### config.mk
export PLATFORM = sky130hd
export DESIGN_NAME = aes_state_buffer_flat
export DESIGN_NICKNAME = d
export VERILOG_FILES = /design/src/rtl/aes_state_buffer_if.sv /design/src/rtl/aes_state_buffer.sv /design/src/flat_wrapper.sv
export SDC_FILE = /design/constraint.sdc
export NUM_CORES = 1
export LEC_CHECK = 0
export ABC_AREA = 1
export BUFFER_PORTS_ARGS = -buffer_cell sky130_fd_sc_hd__buf_4
export CORE_UTILIZATION = 62
export DETAILED_ROUTE_END_ITERATION = 10
export MAX_ROUTING_LAYER = met4
export PLACE_DENSITY = 0.87
export SLEW_MARGIN = 10
export SYNTH_ARGS = -nofsm -noshare
export SYNTH_HDL_FRONTEND = slang
export SYNTH_SLANG_ARGS = --single-unit
### constraint.sdc
create_clock -name clk -period 4.6 [get_ports clk]
set_clock_uncertainty 0.05 [all_clocks]
set_input_delay 0.23 -clock clk [delete_from_list [all_inputs] [get_ports clk]]
set_output_delay 0.23 -clock clk [all_outputs]
set_load 0.005 [all_outputs]
### src/rtl/aes_state_buffer_if.sv
// Byte stream bundle for the AES state buffer.
// master drives load/drain controls; slave is the buffer.
interface aes_state_buffer_if;
  logic [7:0] in_byte;
  logic       in_valid;
  logic       in_ready;
  logic       shift_rows_en;
  logic       flush;
  logic [7:0] out_byte;
  logic       out_valid;
  logic       out_ready;
  logic       busy;

  modport master (
    output in_byte,
    output in_valid,
    output shift_rows_en,
    output flush,
    output out_ready,
    input  in_ready,
    input  out_byte,
    input  out_valid,
    input  busy
  );

  modport slave (
    input  in_byte,
    input  in_valid,
    input  shift_rows_en,
    input  flush,
    input  out_ready,
    output in_ready,
    output out_byte,
    output out_valid,
    output busy
  );
endinterface

### src/rtl/aes_state_buffer.sv
// 16-byte AES state buffer: byte-serial load, natural/ShiftRows drain.
// Ports: clk, rst (async high), bus (slave: in/out byte handshakes, flush, busy).
module aes_state_buffer (
  input  logic clk,
  input  logic rst,
  aes_state_buffer_if.slave bus
);
  typedef enum logic {
    LOAD  = 1'b0,
    DRAIN = 1'b1
  } state_t;

  state_t     state;
  logic [7:0] mem [16];
  logic [3:0] wr_ptr;
  logic [3:0] rd_ptr;
  logic       sr_mode;

  logic [1:0] rd_row;
  logic [1:0] rd_col;
  logic [1:0] src_col;
  logic [3:0] src;

  // ShiftRows: row r is rotated left by r columns, so output
  // column c row r reads from column (c + r) mod 4.
  assign rd_row  = rd_ptr[1:0];
  assign rd_col  = rd_ptr[3:2];
  assign src_col = rd_col + rd_row;
  assign src     = sr_mode ? {src_col, rd_row} : rd_ptr;

  assign bus.in_ready  = (state == LOAD);
  assign bus.out_valid = (state == DRAIN);
  assign bus.out_byte  = (state == DRAIN) ? mem[src] : 8'h00;
  assign bus.busy      = (state == DRAIN) || (wr_ptr != 4'd0);

  always_ff @(posedge clk or posedge rst) begin
    if (rst) begin
      state   <= LOAD;
      wr_ptr  <= 4'd0;
      rd_ptr  <= 4'd0;
      sr_mode <= 1'b0;
      for (int i = 0; i < 16; i++) begin
        mem[i] <= 8'h00;
      end
    end else if (bus.flush) begin
      state   <= LOAD;
      wr_ptr  <= 4'd0;
      rd_ptr  <= 4'd0;
      sr_mode <= 1'b0;
    end else begin
      unique case (state)
        LOAD: begin
          if (bus.in_valid) begin
            mem[wr_ptr] <= bus.in_byte;
            wr_ptr      <= wr_ptr + 4'd1;
            if (wr_ptr == 4'd15) begin
              sr_mode <= bus.shift_rows_en;
              rd_ptr  <= 4'd0;
              state   <= DRAIN;
            end
          end
        end
        DRAIN: begin
          if (bus.out_ready) begin
            rd_ptr <= rd_ptr + 4'd1;
            if (rd_ptr == 4'd15) begin
              state <= LOAD;
            end
          end
        end
      endcase
    end
  end
endmodule
### src/flat_wrapper.sv
// flat-port wrapper written by rule: the top's interface ports become plain ports
module aes_state_buffer_flat 
  (clk, rst, bus_in_byte, bus_in_valid, bus_shift_rows_en, bus_flush, bus_out_ready, bus_in_ready, bus_out_byte, bus_out_valid, bus_busy);
  aes_state_buffer_if bus_i ();
  input  logic clk;
  input  logic rst;
  input wire logic [$bits(bus_i.in_byte)-1:0] bus_in_byte;
  input wire logic [$bits(bus_i.in_valid)-1:0] bus_in_valid;
  input wire logic [$bits(bus_i.shift_rows_en)-1:0] bus_shift_rows_en;
  input wire logic [$bits(bus_i.flush)-1:0] bus_flush;
  input wire logic [$bits(bus_i.out_ready)-1:0] bus_out_ready;
  output wire logic [$bits(bus_i.in_ready)-1:0] bus_in_ready;
  output wire logic [$bits(bus_i.out_byte)-1:0] bus_out_byte;
  output wire logic [$bits(bus_i.out_valid)-1:0] bus_out_valid;
  output wire logic [$bits(bus_i.busy)-1:0] bus_busy;
  assign bus_i.in_byte = bus_in_byte;
  assign bus_i.in_valid = bus_in_valid;
  assign bus_i.shift_rows_en = bus_shift_rows_en;
  assign bus_i.flush = bus_flush;
  assign bus_i.out_ready = bus_out_ready;
  assign bus_in_ready = bus_i.in_ready;
  assign bus_out_byte = bus_i.out_byte;
  assign bus_out_valid = bus_i.out_valid;
  assign bus_busy = bus_i.busy;
  aes_state_buffer u_core (.clk(clk), .rst(rst), .bus(bus_i));
endmodule
# Word level (Yosys, flattened, before mapping)
# Cells that the tools add are included.
[word_totals] register_bits=138 out_inout_bits=11 input_bits=14
[op_classes] muxes=26 magnitude_cmp=3 bitwise=4 n_reduce_logical=9 eq_ne=6 add_sub_neg=3
[op_table] op="$bwmux 128" count=1
[op_table] op="$bmux 8 s4" count=1
[op_table] op="$demux 8 s4" count=1
[op_table] op="$mux 4" count=8
[op_table] op="$mux 8" count=4
[op_table] op="$ge 5x5->1 const B" count=2
[op_table] op="$not 4->5" count=2
[op_table] op="$mux 1" count=9
[op_table] op="$reduce_and 3->1" count=3
[op_table] op="$add 4x1->4 const B" count=2
[op_table] op="$eq 4x4->1 const B" count=2
[op_table] op="$pmux 4 s2" count=1
[op_table] op="$ne 3x3->1 const B" count=2
[op_table] op="$lt 5x1->1 const B" count=1
[op_table] op="$reduce_bool 2->1" count=2
[op_table] op="$reduce_bool 4->1" count=1
[op_table] op="$ne 3x2->1 const B" count=1
[op_table] op="$add 2x2->2" count=1
[op_table] op="$ne 2x2->1 const B" count=1
[op_table] op="$not 1->1" count=2
[op_table] op="$pmux 1 s2" count=1
[op_table] op="$reduce_and 2->1" count=1
[op_table] op="$logic_and 1x1->1" count=1
[op_table] op="$logic_or 1x1->1" count=1

# Logic depth before layout (Yosys ltp)
# Gate-level depths: netlist of run 1.
[depth] ltp_word=7 depth_mapped=9 ltp_nobuf=9

# Worst setup path after synthesis of run 1
# Ideal clock, no wire load.
[synth_timing] path_kind="register to output" from="register u_core.rd_ptr[0]" to="output port bus_out_byte[5]" stages_incl_launch_ff=9 path_slack_ps=2848 required_time_ps=4320 t_arrival_ps=1472 n_path_buf=1 path_cell_list="dfrtp_1 > ha_1 > nand2_1 > inv_1 > nor2_1 > buf_4 > nand3_1 > nand3_1 > a21oi_1"
[synth_between] elab_chain_cells=7
[synth_lines] item="start, declared" line="aes_state_buffer.sv:16" source="logic [3:0] rd_ptr;"
[synth_lines] item="start signal, assigned" line="aes_state_buffer.sv:65" source="rd_ptr <= rd_ptr + 4'd1;"
[synth_lines] item="$add 2x2->2" line="aes_state_buffer.sv:28" source="assign src_col = rd_col + rd_row;"
[synth_lines] item="$mux 4 (*)" line="aes_state_buffer.sv:29" source="assign src = sr_mode ? {src_col, rd_row} : rd_ptr;"
[synth_lines] item="$not 4->5 (implied by the code) (*)" line="aes_state_buffer.sv:33" source="assign bus.out_byte = (state == DRAIN) ? mem[src] : 8'h00;"
[synth_lines] item="$bmux 8 s4 (*)" line="aes_state_buffer.sv:33"
[synth_lines] item="$mux 8 (implied by the code) (*) (2 in series)" line="aes_state_buffer.sv:33"
[synth_lines] item="$mux 8 (*)" line="aes_state_buffer.sv:33"
[synth_lines] item="end, declared" line="flat_wrapper.sv:13" source="output wire logic [$bits(bus_i.out_byte)-1:0] bus_out_byte;"
# Every way passes the cells marked *; elsewhere a longest branch is shown, timed or not. The select of a mux whose other input is x is not followed.

# Worst setup path in the final report of run 1
[layout_timing] from="register u_core.rd_ptr[0]" to="output port bus_out_byte[7]"
# Same word-level chain as after synthesis.

==> results of run 1 <==
-- state kept, by name, indices dropped and copies added (netlist names) --
register	cells
u_core.mem	128
u_core.rd_ptr	4
u_core.wr_ptr	4
u_core.bus.out_valid	1
u_core.sr_mode	1
-- per-layer routing --
| layer | share of wire, % | track usage, % | vias to the layer above |
|---|---|---|---|
| li1 | - | - | 2857 |
| met1 | 44 | 44.8 | 2830 |
| met2 | 46 | 50.4 | 281 |
| met3 | 8.1 | 8.61 | 43 |
| met4 | 2.1 | 12.5 | 0 |
| met5 | 0 | - | - |
-- cell families after synthesis --
| family | Yosys count |
|---|---|
| XOR/XNOR | 2 |
| AND/OR/NAND/NOR | 443 |
| flip-flops | 138 |
| adder cells (fa/ha/maj) | 6 |
| AO/OA/AOI/OAI | 146 |
| buffers and inverters | 170 |
-- tightest hold or removal path, cell delays in order --
cell and delay, ns:
buf_4 0.14, nand2_1 0.06, o21ai_0 0.06
-- worst paths after layout --
path / from / to / slack [ns]
max: u_core.rd_ptr[0] / bus_out_byte[7] / 1.47
min: bus_in_byte[5] / u_core.mem[61] / 0.04
max reg2reg: u_core.bus.out_valid / u_core.mem[43] / 2.54
min reg2reg: u_core.mem[117] / u_core.mem[117] / 0.43
max in group asynchronous: rst / u_core.mem[27] / 3.01
min in group asynchronous: rst / u_core.bus.out_valid / 0.38
-- report_power, final --
| group | total, W | leakage, nW | internal [W] | switching [W] |
|---|---|---|---|---|
| logic | 0.000361 | 1.88 | 0.000130 | 0.000231 |
| clock network | 0.00152 | 0.316 | 0.000987 | 0.000529 |
| registers | 0.00142 | 1.58 | 0.00135 | 0.0000641 |
-- Yosys cell counts, types with 2 or more instances --
cell type | number | area [um2]
o21ai_0 | 81 | 405
a22oi_1 | 2 | 15.0
nor2_1 | 3 | 11.3
a21oi_1 | 9 | 45.0
buf_2 | 17 | 85.1
nor2_4 | 9 | 101
buf_1 | 5 | 18.8
clkbuf_1 | 11 | 41.3
nand3_1 | 104 | 521
buf_6 | 6 | 67.6
nand2_2 | 6 | 37.5
o21ai_1 | 47 | 235
dfrtp_1 | 138 | 3450
inv_2 | 4 | 15.0
ha_1 | 6 | 75.1
o22ai_1 | 2 | 12.5
nand4_4 | 5 | 106
nand2_4 | 4 | 45.0
nand2_1 | 304 | 1140
buf_4 | 11 | 82.6
inv_1 | 115 | 432
nor3_1 | 3 | 15.0
o21ai_2 | 5 | 43.8
-- through the flow --
step / instances / hold slack [ns] / instance area (um2) / setup WS (ns)
floorplan: 905 / 0.253 / 7100 / 0.624
global placement: 1024 / 0.275 / 7190 / 2.00
detailed placement: 1024 / 0.286 / 7190 / 2.00
CTS: 1058 / 0.0329 / 7870 / 1.53
global route: 1058 / 0.0592 / 7870 / 1.23
finish: 1058 / 0.0431 / 7870 / 1.47
-- layout make-up --
cell class	count	area [um2]	share of cell area, %
sequential	138	3450	43.9
multi-input combinational	597	2890	36.7
clock buffer	20	457	5.80
inverter	119	449	5.70
timing repair buffer	33	255	3.24
clock inverter	11	194	2.46
tap	140	175	2.22
==> impl_metrics.py, run 1 <==
metrics = {
    "pwr": {
        "power_w": 0.00329,
        "leakage_nw": 3.77,
        "ir_drop_uv": 297,
        "power_density_nw_per_um2": 418,
    },
    "cells_and_area": {
        "final_util_pct": 71.7,
        "final_layout_size_suffix_gt1_share_pct": 10.9,
        "synthToLayoutAreaGrowth_pct": 10.8,
        "n_antenna_cell": 0,
        "layout_commonest_cell": "nand2_1",
        "num-fill-cells": 819,
        "final_nets": 926,
        "most-common-layout-cells": "nand2_1, dfrtp_1, inv_1",
    },
    "routing": {
        "routed_via_density": 5.68,
        "drc": 0,
        "drtAntennaViolNets": 0,
        "drt-pass1-iter-count": 5,
        "drt_iter0_markers": 737,
        "post_drt_wl_per_cell_um": 16.5,
        "wl_um": 17500,
        "routed-via-count": 6011,
    },
    "worst_setup_path": {
        "critPathMaxFanout": 66,
        "startpoint_type": "flip-flop",
        "rr_worst_depth": 6,
        "cp_slowest_cell": "buf_4",
        "max_stage_delay_ns": 0.58,
        "crit_required_ns": 4.32,
        "worstPathArrival_ns": 2.85,
        "path_cells": "buf_4, ha_1, inv_1, nand2_1, nand3_1, nand2_1, nand2_2, inv_1, nand3_1, a21oi_1, buf_4",
        "path_depth": 11,
        "crit_path_end_kind": "primary output",
        "path_buf_inv": 4,
        "crit_family": "buffers and inverters",
        "crit_type": "flip-flop to primary output",
    },
    "sta": {
        "hold_viol_final": 0,
        "fin_crit_sh_pct": 68.1,
        "fin_tns_setup_ns": 0,
        "layout_min_cycle_time_ns": 3.13,
        "slew_violations": 0,
        "max_freq_mhz": 319,
        "setup_viol": 0,
        "rsz0062_at_grt": "false",
        "worst_pin_slew_ns": 1.21,
        "max-slew-margin-rel_pct": 19.6,
    },
    "cts": {
        "cts_hold_buffers": 3,
        "clk_pin_slew_ns": 0.06,
        "cts_setup_buffers": 0,
        "tritoncts": "built",
        "numCtsBuffers": 17,
        "cts_buffer_depth": 2,
        "cts_root_buffer": "clkbuf_16",
        "ctsResizeCount": 0,
        "clock-sinks": 138,
        "insertion_delay_ns": 0.43,
        "cts_htree_levels": 4,
    },
    "place": {
        "port_buffers": 24,
        "place_congestion": 0.922,
        "hpwl_um": 10800,
    },
    "synthesis": {
        "synth_flop_cell": "dfrtp_1",
        "synthMuxAreaShare_pct": 0,
        "syn_avg_cell_area_um2": 7.85,
        "synthCells": 905,
        "synth_fa_ha_area_share_pct": 1.06,
        "synth_cell_type_count": 31,
        "ys_seq_area_share_pct": 48.6,
        "synthArstFlopShare_pct": 100,
        "syn-cell-area_um2": 7100,
        "ys_ff_latch": 138,
        "synth-simple-area-share_pct": 28.7,
        "synth_top_family_by_area": "simple AND/OR/NAND/NOR gates",
        "synth_edf_count": 0,
        "ys_warn_count": 0,
        "synth_compound_area_share_pct": 10.7,
        "synth_xor_area_share_pct": 0.247,
        "synth_fp_nets": 925,
    },
    "min_path": {
        "min_path_type": "input pin to flip-flop",
        "hold-path-cell-count": 3,
    },
    "floorplan": {
        "dieArea_um2": 11900,
        "die_x_um": 109,
        "floorplan.io_pins": 25,
        "coreArea_um2": 11000,
        "chipHeight_um": 109,
        "start_util_pct": 64.7,
        "rows": 38,
    },
    "flow_run": {
        "cap_violations": 0,
    },
    "global_routing": {
        "globalRouteOverflowTotal": 0,
        "grtUsageTotal_pct": 33.8,
        "grt_pass1_vias": 5990,
        "grt_pass1_wl_um": 29300,
        "grt_max_degree": 68,
        "antenna_found_initial": 0,
    },
    "status": {
        "status": "completed",
    },
}
Note: power is estimated with default switching activity, not from simulation.
==> run 2: changes to the inputs <==
--- a/config.mk
+++ b/config.mk
@@ -5,7 +5,7 @@
 export SDC_FILE = /design/constraint.sdc
 export NUM_CORES = 1
 export LEC_CHECK = 0
-export ABC_AREA = 1
+export ABC_AREA = 0
 export BUFFER_PORTS_ARGS = -buffer_cell sky130_fd_sc_hd__buf_4
 export CORE_UTILIZATION = 62
 export DETAILED_ROUTE_END_ITERATION = 10
==> constraint.sdc (replaced) <==
create_clock -name clk -period 2.9 [get_ports clk]
set_clock_uncertainty 0.05 [all_clocks]
set_input_delay 0.145 -clock clk [delete_from_list [all_inputs] [get_ports clk]]
set_output_delay 0.145 -clock clk [all_outputs]
set_load 0.005 [all_outputs]
==> run 2 against run 1 <==
Effect of this change: synthesized cell count is 53% lower; clock power up 39%; hold slack lost 0.016 ns; non-clock buffer count is 9 higher; sequential power is 51% higher; largest cell class unchanged; largest power group is now sequential cells.
==> impl_metrics.py, run 2 <==
metrics = {
    "floorplan": {
        "rows": 37,
        "die_x_um": 106,
        "chipHeight_um": 106,
        "start_util_pct": 64.0,
        "coreArea_um2": 10400,
        "dieArea_um2": 11100,
        "floorplan.io_pins": 25,
    },
    "global_routing": {
        "busiest_layer": "met2",
        "grtUsageTotal_pct": 28.4,
        "antenna_found_initial": 0,
        "grt_pass1_vias": 4080,
        "grt_use_met2_pct": 44.3,
        "grt_max_degree": 72,
        "grt_pass1_wl_um": 22400,
        "globalRouteMet3Util_pct": 6.74,
        "globalRouteOverflowTotal": 0,
        "use_met1_pct": 37.7,
    },
    "cts": {
        "numCtsBuffers": 17,
        "cts_htree_levels": 4,
        "insertion_delay_ns": 0.53,
        "clock-sinks": 138,
        "cts_root_buffer": "clkbuf_8",
        "cts_setup_buffers": 0,
        "cts_buffer_depth": 2,
        "tritoncts": "built",
        "ctsResizeCount": 0,
        "clk_pin_slew_ns": 0.06,
    },
    "sta": {
        "hold_viol_final": 0,
        "fin_crit_sh_pct": 89.7,
        "max-slew-margin-rel_pct": 49.1,
        "fin_tns_setup_ns": 0,
        "slew_violations": 0,
        "rsz0062_at_grt": "false",
        "layout_min_cycle_time_ns": 2.60,
        "worst_pin_slew_ns": 0.762,
        "max_freq_mhz": 384,
        "setup_viol": 0,
    },
    "synthesis": {
        "synth_cell_type_count": 40,
        "synthCells": 421,
        "yosysMostFrequentCell": "dfrtp_1",
        "syn_avg_cell_area_um2": 15.8,
        "synth_fp_nets": 441,
        "synth_flop_cell": "dfrtp_1",
        "ys_ff_latch": 138,
        "yosys.area.top_type_share_pct": 52.0,
        "synth_edf_count": 0,
        "ys_seq_area_share_pct": 52.0,
        "synthArstFlopShare_pct": 100,
        "ys_warn_count": 0,
        "synth_common_cells": "dfrtp_1, mux2_2, mux4_2",
        "synth_area_leader_cell": "dfrtp_1",
        "syn-cell-area_um2": 6640,
        "yosys-top-cells-area": "dfrtp_1, mux2_2, mux4_2",
    },
    "place": {
        "port_buffers": 24,
        "place_area_um2": 6930,
        "place_congestion": 0.907,
        "dp.cells": 561,
        "hpwl_um": 8600,
    },
    "cells_and_area": {
        "stdcell_area_um2": 7630,
        "final_util_pct": 73.6,
        "layout_commonest_cell": "dfrtp_1",
        "reg_top3": "u_core.mem x128, u_core.rd_ptr x4, u_core.wr_ptr x4",
        "n_antenna_cell": 0,
        "num-fill-cells": 636,
        "final_nets": 476,
        "largest_register_ffs": 128,
        "layout.cells.non_filler": 605,
        "top_register": "u_core.mem",
        "synthToLayoutAreaGrowth_pct": 14.9,
        "final_layout_size_suffix_gt1_share_pct": 52.0,
        "most-common-layout-cells": "dfrtp_1, mux2_2, mux4_2",
    },
    "routing": {
        "drt_iter0_markers": 254,
        "routed_via_density": 6.25,
        "drtAntennaViolNets": 0,
        "wl_um": 13600,
        "post_drt_wl_per_cell_um": 22.5,
        "drt-pass1-iter-count": 5,
        "drc": 0,
        "routed-via-count": 3784,
    },
    "pwr": {
        "power_w": 0.00466,
        "power_density_nw_per_um2": 611,
        "ir_drop_uv": 560,
        "leakage_nw": 3.60,
    },
    "worst_setup_path": {
        "startpoint_type": "flip-flop",
        "worstPathArrival_ns": 2.41,
        "rr_worst_depth": 4,
        "crit_required_ns": 2.71,
        "crit_type": "flip-flop to primary output",
        "r2r_setup_slack_ns": 0.82,
        "critPathMaxFanout": 8,
        "crit_path_end_kind": "primary output",
    },
    "min_path": {
        "hold-path-cell-count": 4,
        "min_path_type": "input pin to flip-flop",
    },
    "flow_run": {
        "cap_violations": 0,
    },
    "status": {
        "status": "completed",
    },
}
## run 2: changes by cell type after synthesis, sizes merged, moves of 8 or more
cell | before | now
nand3 | 105 | 18
inv | 119 | 5
mux2 | 0 | 128
nand2 | 314 | 7
a21oi | 9 | 1
o21ai | 133 | 2
mux4 | 0 | 32
mux2i | 0 | 17
buf | 40 | 15
## run 2: cell type report
| cell class | count | area, um2 | area share, % |
|---|---|---|---|
| clock buffers | 20 | 445 | 5.84 |
| clock inverters | 12 | 138 | 1.80 |
| well taps | 136 | 170 | 2.23 |
| inverters | 5 | 22.5 | 0.295 |
| flip-flops and latches | 138 | 3450 | 45.3 |
| repair buffers | 42 | 383 | 5.02 |
| multi-input cells | 252 | 3020 | 39.5 |
## run 2: path summary, 6_finish.rpt
| path | from | endpoint |
|---|---|---|
| setup / recovery | u_core.rd_ptr[2] | bus_out_byte[6] |
| hold / removal | bus_in_valid | u_core.wr_ptr[0] |
| setup reg to reg | u_core.bus.out_valid | u_core.mem[119] |
| hold reg to reg | u_core.mem[100] | u_core.mem[100] |
| max in group asynchronous | rst | u_core.rd_ptr[3] |
| min in group asynchronous | rst | u_core.mem[125] |
## run 2: report_power, final
part	switching, W	leakage [nW]	internal [W]
Sequential	0.0000782	1.88	0.00208
Clock	0.000831	0.282	0.00128
Combinational	0.000179	1.44	0.000218
Total	0.00109	3.60	0.00357
## run 2: metal layers
metal / part of all wire, % / routed length (um) / up-vias
met3: 3.5 / 480 / 15
met1: 43 / 5910 / 2052
met4: 1.1 / 152 / 0
met2: 52 / 7100 / 69
li1: - / - / 1648
met5: 0 / 0 / -
## run 2: kinds of logic after synthesis
kind of cell,count (synthesis),synth area share [%]
buffers and inverters,31,2.58
DFF,138,52.0
muxes,177,35.7
AOI/OAI and AO/OA,18,1.85
and+or+nand+nor,45,5.97
adders and majority gates,6,1.13
xor gates and xnor gates,6,0.791
## run 2: timing repair
item / in CTS / in global routing
hold buffers: 12 / 0
endpoints found under the hold margin: 169 / 0
endpoints found under the setup margin: 0 / 0
## run 2: critical path, cell delays in order (launching register included)
cell and delay [ns]:
dfrtp_1 0.43, ha_1 0.21, xnor2_1 0.14, o21ai_0 0.23
nand3_1 0.34, o22ai_1 0.36, buf_4 0.16
## run 2: per-stage QoR
stage / hold slack [ns] / worst slack, ns
5_1_grt: 0.0682 / 0.168
3_5_place_dp: 0.248 / 0.878
6_report: 0.0276 / 0.299
4_1_cts: 0.00345 / 0.327
3_3_place_gp: 0.239 / 0.941
2_1_floorplan: 0.235 / 0.984
==> run 3: changes to the inputs <==
--- a/config.mk
+++ b/config.mk
@@ -10,7 +10,7 @@
 export CORE_UTILIZATION = 62
 export DETAILED_ROUTE_END_ITERATION = 10
 export MAX_ROUTING_LAYER = met4
-export PLACE_DENSITY = 0.87
+export PLACE_DENSITY = 0.84
 export SLEW_MARGIN = 10
 export SYNTH_ARGS = -nofsm -noshare
 export SYNTH_HDL_FRONTEND = slang
==> constraint.sdc (replaced) <==
create_clock -name clk -period 2.9 [get_ports clk]
set_clock_uncertainty 0.05 [all_clocks]
set_input_delay 0.145 -clock clk [delete_from_list [all_inputs] [get_ports clk]]
set_output_delay 0.145 -clock clk [all_outputs]
set_load 0.05 [all_outputs]
==> run 3 against run 2 <==
Effect of this change: clock power shrank 6%; final cell count up 0.17%; sequential power barely moved; routed wire length up 1.5%; core utilization shrank 0.28 points; combinational power is 4% higher; critical endpoint is now bus_out_byte[0].
==> impl_metrics.py, run 3 (synthesized netlist as in run 2, its figures left out) <==
metrics = {
    "worst_setup_path": {
        "startpoint_type": "flip-flop",
        "worstPathArrival_ns": 2.54,
        "critPathMaxFanout": 23,
        "crit_required_ns": 2.71,
        "crit_type": "flip-flop to primary output",
        "crit_path_end_kind": "primary output",
    },
    "routing": {
        "wl_um": 13800,
        "drtAntennaViolNets": 0,
        "routed-via-count": 3802,
        "drc": 0,
        "post_drt_wl_per_cell_um": 22.8,
        "drt-pass1-iter-count": 4,
        "drt_iter0_markers": 234,
        "routed_via_density": 6.27,
    },
    "pwr": {
        "seqPwrFrac_pct": 47.5,
        "power_w": 0.00457,
        "power_density_nw_per_um2": 601,
        "p_int_w": 0.00348,
        "switching_share_pct": 23.8,
        "power_frac_clock_pct": 43.5,
        "pwr-share-comb_pct": 9.0,
        "switchingPower_w": 0.00109,
        "leakage_nw": 3.59,
        "ir_drop_uv": 528,
    },
    "floorplan": {
        "start_util_pct": 64.0,
        "rows": 37,
        "die_x_um": 106,
        "coreArea_um2": 10400,
        "dieArea_um2": 11100,
        "chipHeight_um": 106,
        "floorplan.io_pins": 25,
    },
    "cells_and_area": {
        "stdcell_area_um2": 7600,
        "n_antenna_cell": 0,
        "top_register": "u_core.mem",
        "layout.cells.non_filler": 606,
        "layout_commonest_cell": "dfrtp_1",
        "final_nets": 477,
        "synthToLayoutAreaGrowth_pct": 14.4,
        "most-common-layout-cells": "dfrtp_1, mux2_2, mux4_2",
        "num-fill-cells": 655,
        "largest_register_ffs": 128,
        "final_layout_size_suffix_gt1_share_pct": 51.7,
        "reg_top3": "u_core.mem x128, u_core.rd_ptr x4, u_core.wr_ptr x4",
    },
    "place": {
        "port_buffers": 24,
        "place_congestion": 0.934,
        "dp.cells": 562,
        "place_area_um2": 6930,
        "hpwl_um": 8760,
    },
    "cts": {
        "cts_htree_levels": 4,
        "cts_root_buffer": "clkbuf_8",
        "ctsResizeCount": 0,
        "tritoncts": "built",
        "numCtsBuffers": 17,
        "insertion_delay_ns": 0.52,
        "clk_pin_slew_ns": 0.06,
        "clock-sinks": 138,
        "cts_buffer_depth": 2,
    },
    "global_routing": {
        "grtUsageTotal_pct": 28.6,
        "grt_pass1_vias": 4080,
        "antenna_found_initial": 0,
        "globalRouteOverflowTotal": 0,
        "grt_max_degree": 57,
        "grt_pass1_wl_um": 22400,
    },
    "sta": {
        "layout_min_cycle_time_ns": 2.73,
        "max_freq_mhz": 366,
        "max-slew-margin-rel_pct": 44.4,
        "fin_crit_sh_pct": 94.2,
        "slew_violations": 0,
        "worst_pin_slew_ns": 0.832,
        "rsz0062_at_grt": "false",
        "fin_tns_setup_ns": 0,
        "setup_viol": 0,
        "hold_viol_final": 0,
    },
    "status": {
        "status": "completed",
    },
    "min_path": {
        "min_path_type": "input pin to flip-flop",
    },
    "flow_run": {
        "cap_violations": 0,
    },
}
[run 3: cell count changes in the layout (fill, tap and decap cells not counted), sizes merged]
cell,delta
buf,+1
bufinv,-1
clkbuf,+2
clkinv,+3
clkinvlp,-2
inv,-2
[run 3: metal layers]
layer	routed length (um)	vias to the layer above	GRT usage, %
li1	-	1639	-
met1	6190	2035	37.7
met2	6890	106	43.8
met3	530	22	6.93
met4	232	0	10.0
met5	0	-	-
[run 3: area by class of cell]
class / instances / area [um2] / share of cell area (%)
clock buffers: 22 / 453 / 5.96
clock inverters: 10 / 93.8 / 1.23
inverters: 5 / 22.5 / 0.296
multi-input cells: 252 / 3020 / 39.7
flip-flops and latches: 138 / 3450 / 45.4
well taps: 136 / 170 / 2.24
repair buffers: 43 / 390 / 5.14
[run 3: power by group through the flow]
stage	logic [W]	registers [W]	clock network, W
2_1_floorplan	0.000307	0.00215	0
3_3_place_gp	0.000375	0.00218	0
3_5_place_dp	0.000398	0.00219	0
4_1_cts	0.000416	0.00217	0.00201
5_1_grt	0.000447	0.00218	0.00210
6_report	0.000411	0.00217	0.00199
[run 3: worst paths after layout]
check | end | slack (ns) | from | cells after the start
max in group asynchronous | u_core.mem[13] | 1.77 | rst | 4
worst max register to register | u_core.mem[113] | 0.75 | u_core.bus.out_valid | 4
worst min-delay path | u_core.bus.out_valid | 0.03 | bus_in_valid | 3
worst min register to register | u_core.mem[65] | 0.45 | u_core.mem[65] | 1
worst max-delay path | bus_out_byte[0] | 0.17 | u_core.rd_ptr[1] | 6
min in group asynchronous | u_core.mem[102] | 0.29 | rst | 3
[run 3: metrics by stage]
stage / setup slack (ns) / util (%) / hold WS, ns
after floorplan: 0.457 / - / 0.235
after global placement: 0.724 / 66.9 / 0.300
after detailed placement: 0.712 / 66.9 / 0.308
after CTS: 0.145 / 73.3 / 0.0105
after global routing: 0.00951 / 73.3 / 0.0111
final: 0.169 / 73.3 / 0.0268
[run 3: what timing repair did]
action,4_1_cts,5_1_grt
hold buffers,12,0
hold endpoints to repair,172,0
setup buffers,0,0
setup endpoints to repair,0,0
[run 3: worst max-delay path, cell delays in order (launching register included)]
cell and delay (ns):
dfrtp_1 0.37, buf_4 0.37, buf_4 0.32, mux4_2 0.33, mux2i_1 0.24, o22ai_1 0.15
buf_4 0.22
